<file path="src/rtl/dmem_port_arbiter.sv">
// Arbitrates the single-port data SRAM between the CPU MEM stage (priority) and the host port.
// Define DMEM_ARB_PERF_EN to add saturating stall / forced-host-grant counters.
module dmem_port_arbiter #(
    parameter int ADDR_W    = 10,
    parameter int DATA_W    = 32,
    parameter int MAX_BURST = 4
) (
    input  logic              clk_i,
    input  logic              arst_n_i,
    // Handshakes: a requester asserts req with stable wen/addr/wdata and keeps it until
    // accepted; cpu accepted when req & ~cpu_stall, host when host_gnt (both same-cycle).
    // Read data returns exactly one cycle after acceptance as an rvalid pulse.
    input  logic              cpu_req_i,
    input  logic              cpu_wen_i,
    input  logic [ADDR_W-1:0] cpu_addr_i,
    input  logic [DATA_W-1:0] cpu_wdata_i,
    output logic              cpu_stall_o,
    output logic              cpu_rvalid_o,
    output logic [DATA_W-1:0] cpu_rdata_o,
    input  logic              host_req_i,
    input  logic              host_wen_i,
    input  logic [ADDR_W-1:0] host_addr_i,
    input  logic [DATA_W-1:0] host_wdata_i,
    output logic              host_gnt_o,
    output logic              host_rvalid_o,
    output logic [DATA_W-1:0] host_rdata_o,
    output logic [ADDR_W-1:0] mem_addr_o,
    output logic              mem_wen_o,
    output logic              mem_ren_o,
    output logic [DATA_W-1:0] mem_wdata_o,
    input  logic [DATA_W-1:0] mem_rdata_i,
`ifdef DMEM_ARB_PERF_EN
    output logic [31:0]       cpu_stall_cycles_o,
    output logic [31:0]       host_force_cnt_o,
`endif
    output logic              dbg_state_o
);

    localparam int CNT_W = $clog2(MAX_BURST + 1);
    localparam logic [CNT_W-1:0] BURST_LIMIT = CNT_W'(MAX_BURST);

    typedef enum logic {
        CPU_PRI    = 1'b0,
        HOST_FORCE = 1'b1
    } state_t;

    state_t           state_q, state_d;
    logic [CNT_W-1:0] burst_q, burst_d;
    logic             rd_pend_q, rd_pend_d;
    logic             rd_own_q, rd_own_d;
    logic             cpu_gnt;
    logic             host_gnt;
    logic [CNT_W-1:0] burst_inc;

    // State register
    always_ff @(posedge clk_i) begin
        if (!arst_n_i) begin
            state_q   <= CPU_PRI;
            burst_q   <= '0;
            rd_pend_q <= 1'b0;
            rd_own_q  <= 1'b0;
        end else begin
            state_q   <= state_d;
            burst_q   <= burst_d;
            rd_pend_q <= rd_pend_d;
            rd_own_q  <= rd_own_d;
        end
    end

    assign burst_inc = burst_q + CNT_W'(1);

    // Next-state logic
    always_comb begin
        state_d   = state_q;
        burst_d   = burst_q;
        rd_pend_d = mem_ren_o;
        rd_own_d  = host_gnt;
        case (state_q)
            CPU_PRI: begin
                if (!host_req_i) begin
                    burst_d = '0;
                end else if (cpu_gnt) begin
                    burst_d = burst_inc;
                    if (burst_inc == BURST_LIMIT) begin
                        state_d = HOST_FORCE;
                    end
                end else if (host_gnt) begin
                    burst_d = '0;
                end
            end
            HOST_FORCE: begin
                if (host_gnt || !host_req_i) begin
                    state_d = CPU_PRI;
                    burst_d = '0;
                end
            end
            default: begin
                state_d = CPU_PRI;
                burst_d = '0;
            end
        endcase
    end

    // Output logic: grants, SRAM mux and read-return steering; reset blocks every grant
    always_comb begin
        host_gnt      = arst_n_i & host_req_i & (~cpu_req_i | (state_q == HOST_FORCE));
        cpu_gnt       = arst_n_i & cpu_req_i & ~host_gnt;
        cpu_stall_o   = cpu_req_i & ~cpu_gnt;
        host_gnt_o    = host_gnt;
        mem_addr_o    = '0;
        mem_wdata_o   = '0;
        mem_wen_o     = 1'b0;
        mem_ren_o     = 1'b0;
        if (host_gnt) begin
            mem_addr_o  = host_addr_i;
            mem_wdata_o = host_wdata_i;
            mem_wen_o   = host_wen_i;
            mem_ren_o   = ~host_wen_i;
        end else if (cpu_gnt) begin
            mem_addr_o  = cpu_addr_i;
            mem_wdata_o = cpu_wdata_i;
            mem_wen_o   = cpu_wen_i;
            mem_ren_o   = ~cpu_wen_i;
        end
        cpu_rvalid_o  = arst_n_i & rd_pend_q & ~rd_own_q;
        host_rvalid_o = arst_n_i & rd_pend_q & rd_own_q;
        cpu_rdata_o   = cpu_rvalid_o ? mem_rdata_i : '0;
        host_rdata_o  = host_rvalid_o ? mem_rdata_i : '0;
        dbg_state_o   = state_q;
    end

`ifdef DMEM_ARB_PERF_EN
    logic [31:0] stall_cycles_q;
    logic [31:0] force_cnt_q;

    always_ff @(posedge clk_i) begin
        if (!arst_n_i) begin
            stall_cycles_q <= '0;
            force_cnt_q    <= '0;
        end else begin
            if (cpu_stall_o && (stall_cycles_q != 32'hFFFF_FFFF)) begin
                stall_cycles_q <= stall_cycles_q + 32'd1;
            end
            if (host_gnt && (state_q == HOST_FORCE) && (force_cnt_q != 32'hFFFF_FFFF)) begin
                force_cnt_q <= force_cnt_q + 32'd1;
            end
        end
    end

    assign cpu_stall_cycles_o = stall_cycles_q;
    assign host_force_cnt_o   = force_cnt_q;
`endif

endmodule

</file>
<file path="config.mk">
export PLATFORM = sky130hd
export DESIGN_NAME = dmem_port_arbiter
export DESIGN_NICKNAME = d
export VERILOG_FILES = /design/src/rtl/dmem_port_arbiter.sv
export SDC_FILE = /design/constraint.sdc
export NUM_CORES = 1
export LEC_CHECK = 0
export ABC_AREA = 1
export CORE_AREA = 4 4 89 91
export CTS_CLUSTER_SIZE = 14
export DETAILED_ROUTE_END_ITERATION = 16
export DIE_AREA = 0 0 93 95
export PLACE_DENSITY = 0.73
export SKIP_LAST_GASP = 1
export SLEW_MARGIN = 40
export SYNTH_ARGS = -nofsm -noshare
export SYNTH_HDL_FRONTEND = slang
export SYNTH_SLANG_ARGS = --single-unit
</file>
<file path="constraint.sdc">
create_clock -name clk_i -period 2.7 [get_ports clk_i]
set_input_delay 0.405 -clock clk_i [delete_from_list [all_inputs] [get_ports clk_i]]
set_output_delay 0.405 -clock clk_i [all_outputs]
set_load 0.01 [all_outputs]
</file>
==> metrics.yaml <==
firstDrtPassIters: 4
setup-violations-final: 0
synth_area_leaders: "nand2_1, nor2_1, nand3_1, inv_1, dfxtp_1"
clockBufferDepth: 2
maxSlewViolCount: 0
area_delta_synth_final_pct: 199
rr_endpoint: "rd_pend_q"
postSynthAreaPerCell_um2: 4.59
relSlewSlack_pct: 77.7
die_area_mm2: 0.00884
critical_path_class: "input pin to primary output"
track_usage_pct: 15.9
clkSinkCount: 6
post-route-cell-area_mm2: 0.00383
rr_worst_depth: 6
hpwl_um: 6590
status: "completed"
worstHoldStart: "burst_q[0]"
hold_buffers: 0
rrSetupSlack_ps: 1670
layout_common_cells: "clkdlybuf4s50_1, nand2_1, nor2_1, nand3_1, inv_1"
seqCellArea_um2: 120
end_kind: "primary output"
hold_viol: 0
cts-root-buf: "clkbuf_8"
h-tree-depth: 1
synth_top_area_cell: "nand2_1"
initial_utilization_pct: 17.9
p_leak_nw: 1.79
drc_errors: 0
finalCritPeriodShare_pct: 95.6
tns_ps: 0
synth_cell_types: 15
synth-seq-cells: 6
synth_area_mm2: 0.00128
clk_pin_slew_ps: 40
vias_per_cell: 4.14
grt_setup_unrepaired: "no"
multi_input_area_um2: 896
gp_congestion: 0.811
drt-initial-drc-count: 42
synth_top_area_share_pct: 26.4
die_y_um: 95
hold_depth: 1
grt.overflow.total: 0
post_cts_buffers: 0
required_ps: 2300
core_area_mm2: 0.00714
power_w: 0.000673
final_common_cell: "clkdlybuf4s50_1"
postSynthCellCount: 279
numCtsBuffers: 3
cp_max_fo: 26
hold_path_class: "register to register"
synth_fp_nets: 403
antenna_found_initial: 0
cts_resized: 0
ioPinCount: 235
period_needed_ps: 2580
timing.rr.start: "dbg_state_o"
dieWidth_um: 93
drive_above_1_share_pct: 2.76
critPathArrivalTime_ps: 2180
nets: 633
worst_pin_slew_ps: 335
ys_seq_area_share_pct: 9.38
crit_path_start_kind: "input pin"
ys_warn_count: 0
drv_cap: 0
nFillCells: 713
vias: 2508
grt_pass1_vias: 2425
vdd_drop_max_mv: 0.104
grt_pass1_wl_um: 11300
grt_start_max_net_pins: 34
port_buffers: 234
cts_tree: "done"
min_to: "burst_q[0]"
skew_ps: 2.83
drt_wl_total_um: 7620
rows: 31
wl_per_cell_um: 12.6
insertedDiodeCount: 0
clock_latency_ps: 220
detailed_place.area_mm2: 0.00379
final_antenna_net_count: 0
p_per_area_mw_per_mm2: 176
fmax_mhz: 387
-- final cells by class --
| cell class | instances | area share (%) |
|---|---|---|
| timing repair buffer | 243 | 64.9 |
| clock buffer | 3 | 1.08 |
| sequential | 6 | 3.14 |
| tap | 99 | 3.23 |
| inverter | 43 | 4.21 |
| multi-input combinational | 212 | 23.4 |
-- cells by family after synthesis --
| kind of cell | after synthesis | synth area share, % |
|---|---|---|
| buf+inv | 61 | 20.6 |
| simple gates | 207 | 65.8 |
| fa+ha+maj | 2 | 1.95 |
| flops | 6 | 9.38 |
| compound gates | 3 | 2.25 |
-- cells in the mapped netlist --
| cell type | instances |
|---|---|
| nand2_2 | 1 |
| inv_1 | 42 |
| nand2_1 | 90 |
| a21boi_0 | 1 |
| buf_4 | 8 |
| nor2_1 | 68 |
| clkinv_1 | 1 |
| buf_2 | 4 |
| ha_1 | 2 |
| nand3_1 | 47 |
| nand3b_1 | 1 |
| dfxtp_1 | 6 |
| a21oi_4 | 1 |
| clkbuf_1 | 6 |
| a21oi_1 | 1 |
-- through the flow --
| step | hold slack [ps] | worst slack (ps) | instances | utilization [%] |
|---|---|---|---|---|
| 6_report | 422 | 119 | 606 | 53.7 |
| 4_1_cts | 421 | 18.6 | 606 | 53.6 |
| 3_5_place_dp | 415 | 38.8 | 603 | 53.1 |
| 2_1_floorplan | 399 | 1250 | 279 | - |
| 5_1_grt | 441 | 27.1 | 606 | 53.7 |
| 3_3_place_gp | 407 | 52.9 | 603 | 53.1 |
-- report_power, final --
part           switching (W)  internal (W)  leakage [nW]
combinational       0.000159      0.000290          1.72
sequential        0.00000103     0.0000917        0.0489
clock              0.0000361     0.0000956        0.0216
-- worst max-delay path by stage --
| stage | cells after the start | endpoint | slack, ps | startpoint |
|---|---|---|---|---|
| 3_3_place_gp | 7 | mem_addr_o[9] | 50 | arst_n_i |
| 5_1_grt | 7 | mem_addr_o[9] | 30 | cpu_req_i |
| 6_report | 7 | mem_addr_o[9] | 120 | cpu_req_i |
| 3_5_place_dp | 7 | mem_addr_o[9] | 40 | arst_n_i |
| 4_1_cts | 7 | mem_addr_o[9] | 20 | arst_n_i |
| 2_1_floorplan | 6 | mem_addr_o[0] | 1250 | host_req_i |
-- sequential cells by signal (all words and copies together), names as in the netlist --
name and cells:
burst_q 3, dbg_state_o 1, rd_own_q 1, rd_pend_q 1
-- worst max-delay path, stage by stage --
cell             delay [ps]
clkdlybuf4s50_1         480
buf_4                   180
a21oi_4                 200
buf_12                  190
nand2_1                  60
nand2_1                 100
clkdlybuf4s50_1         550
-- metal layers --
metal	track usage [%]	share of wire, %
met1	15.5	34
met5	0	0
met2	31.0	53
met4	4.40	2.0
met3	5.98	11
Power figures use the tool's default switching activity.
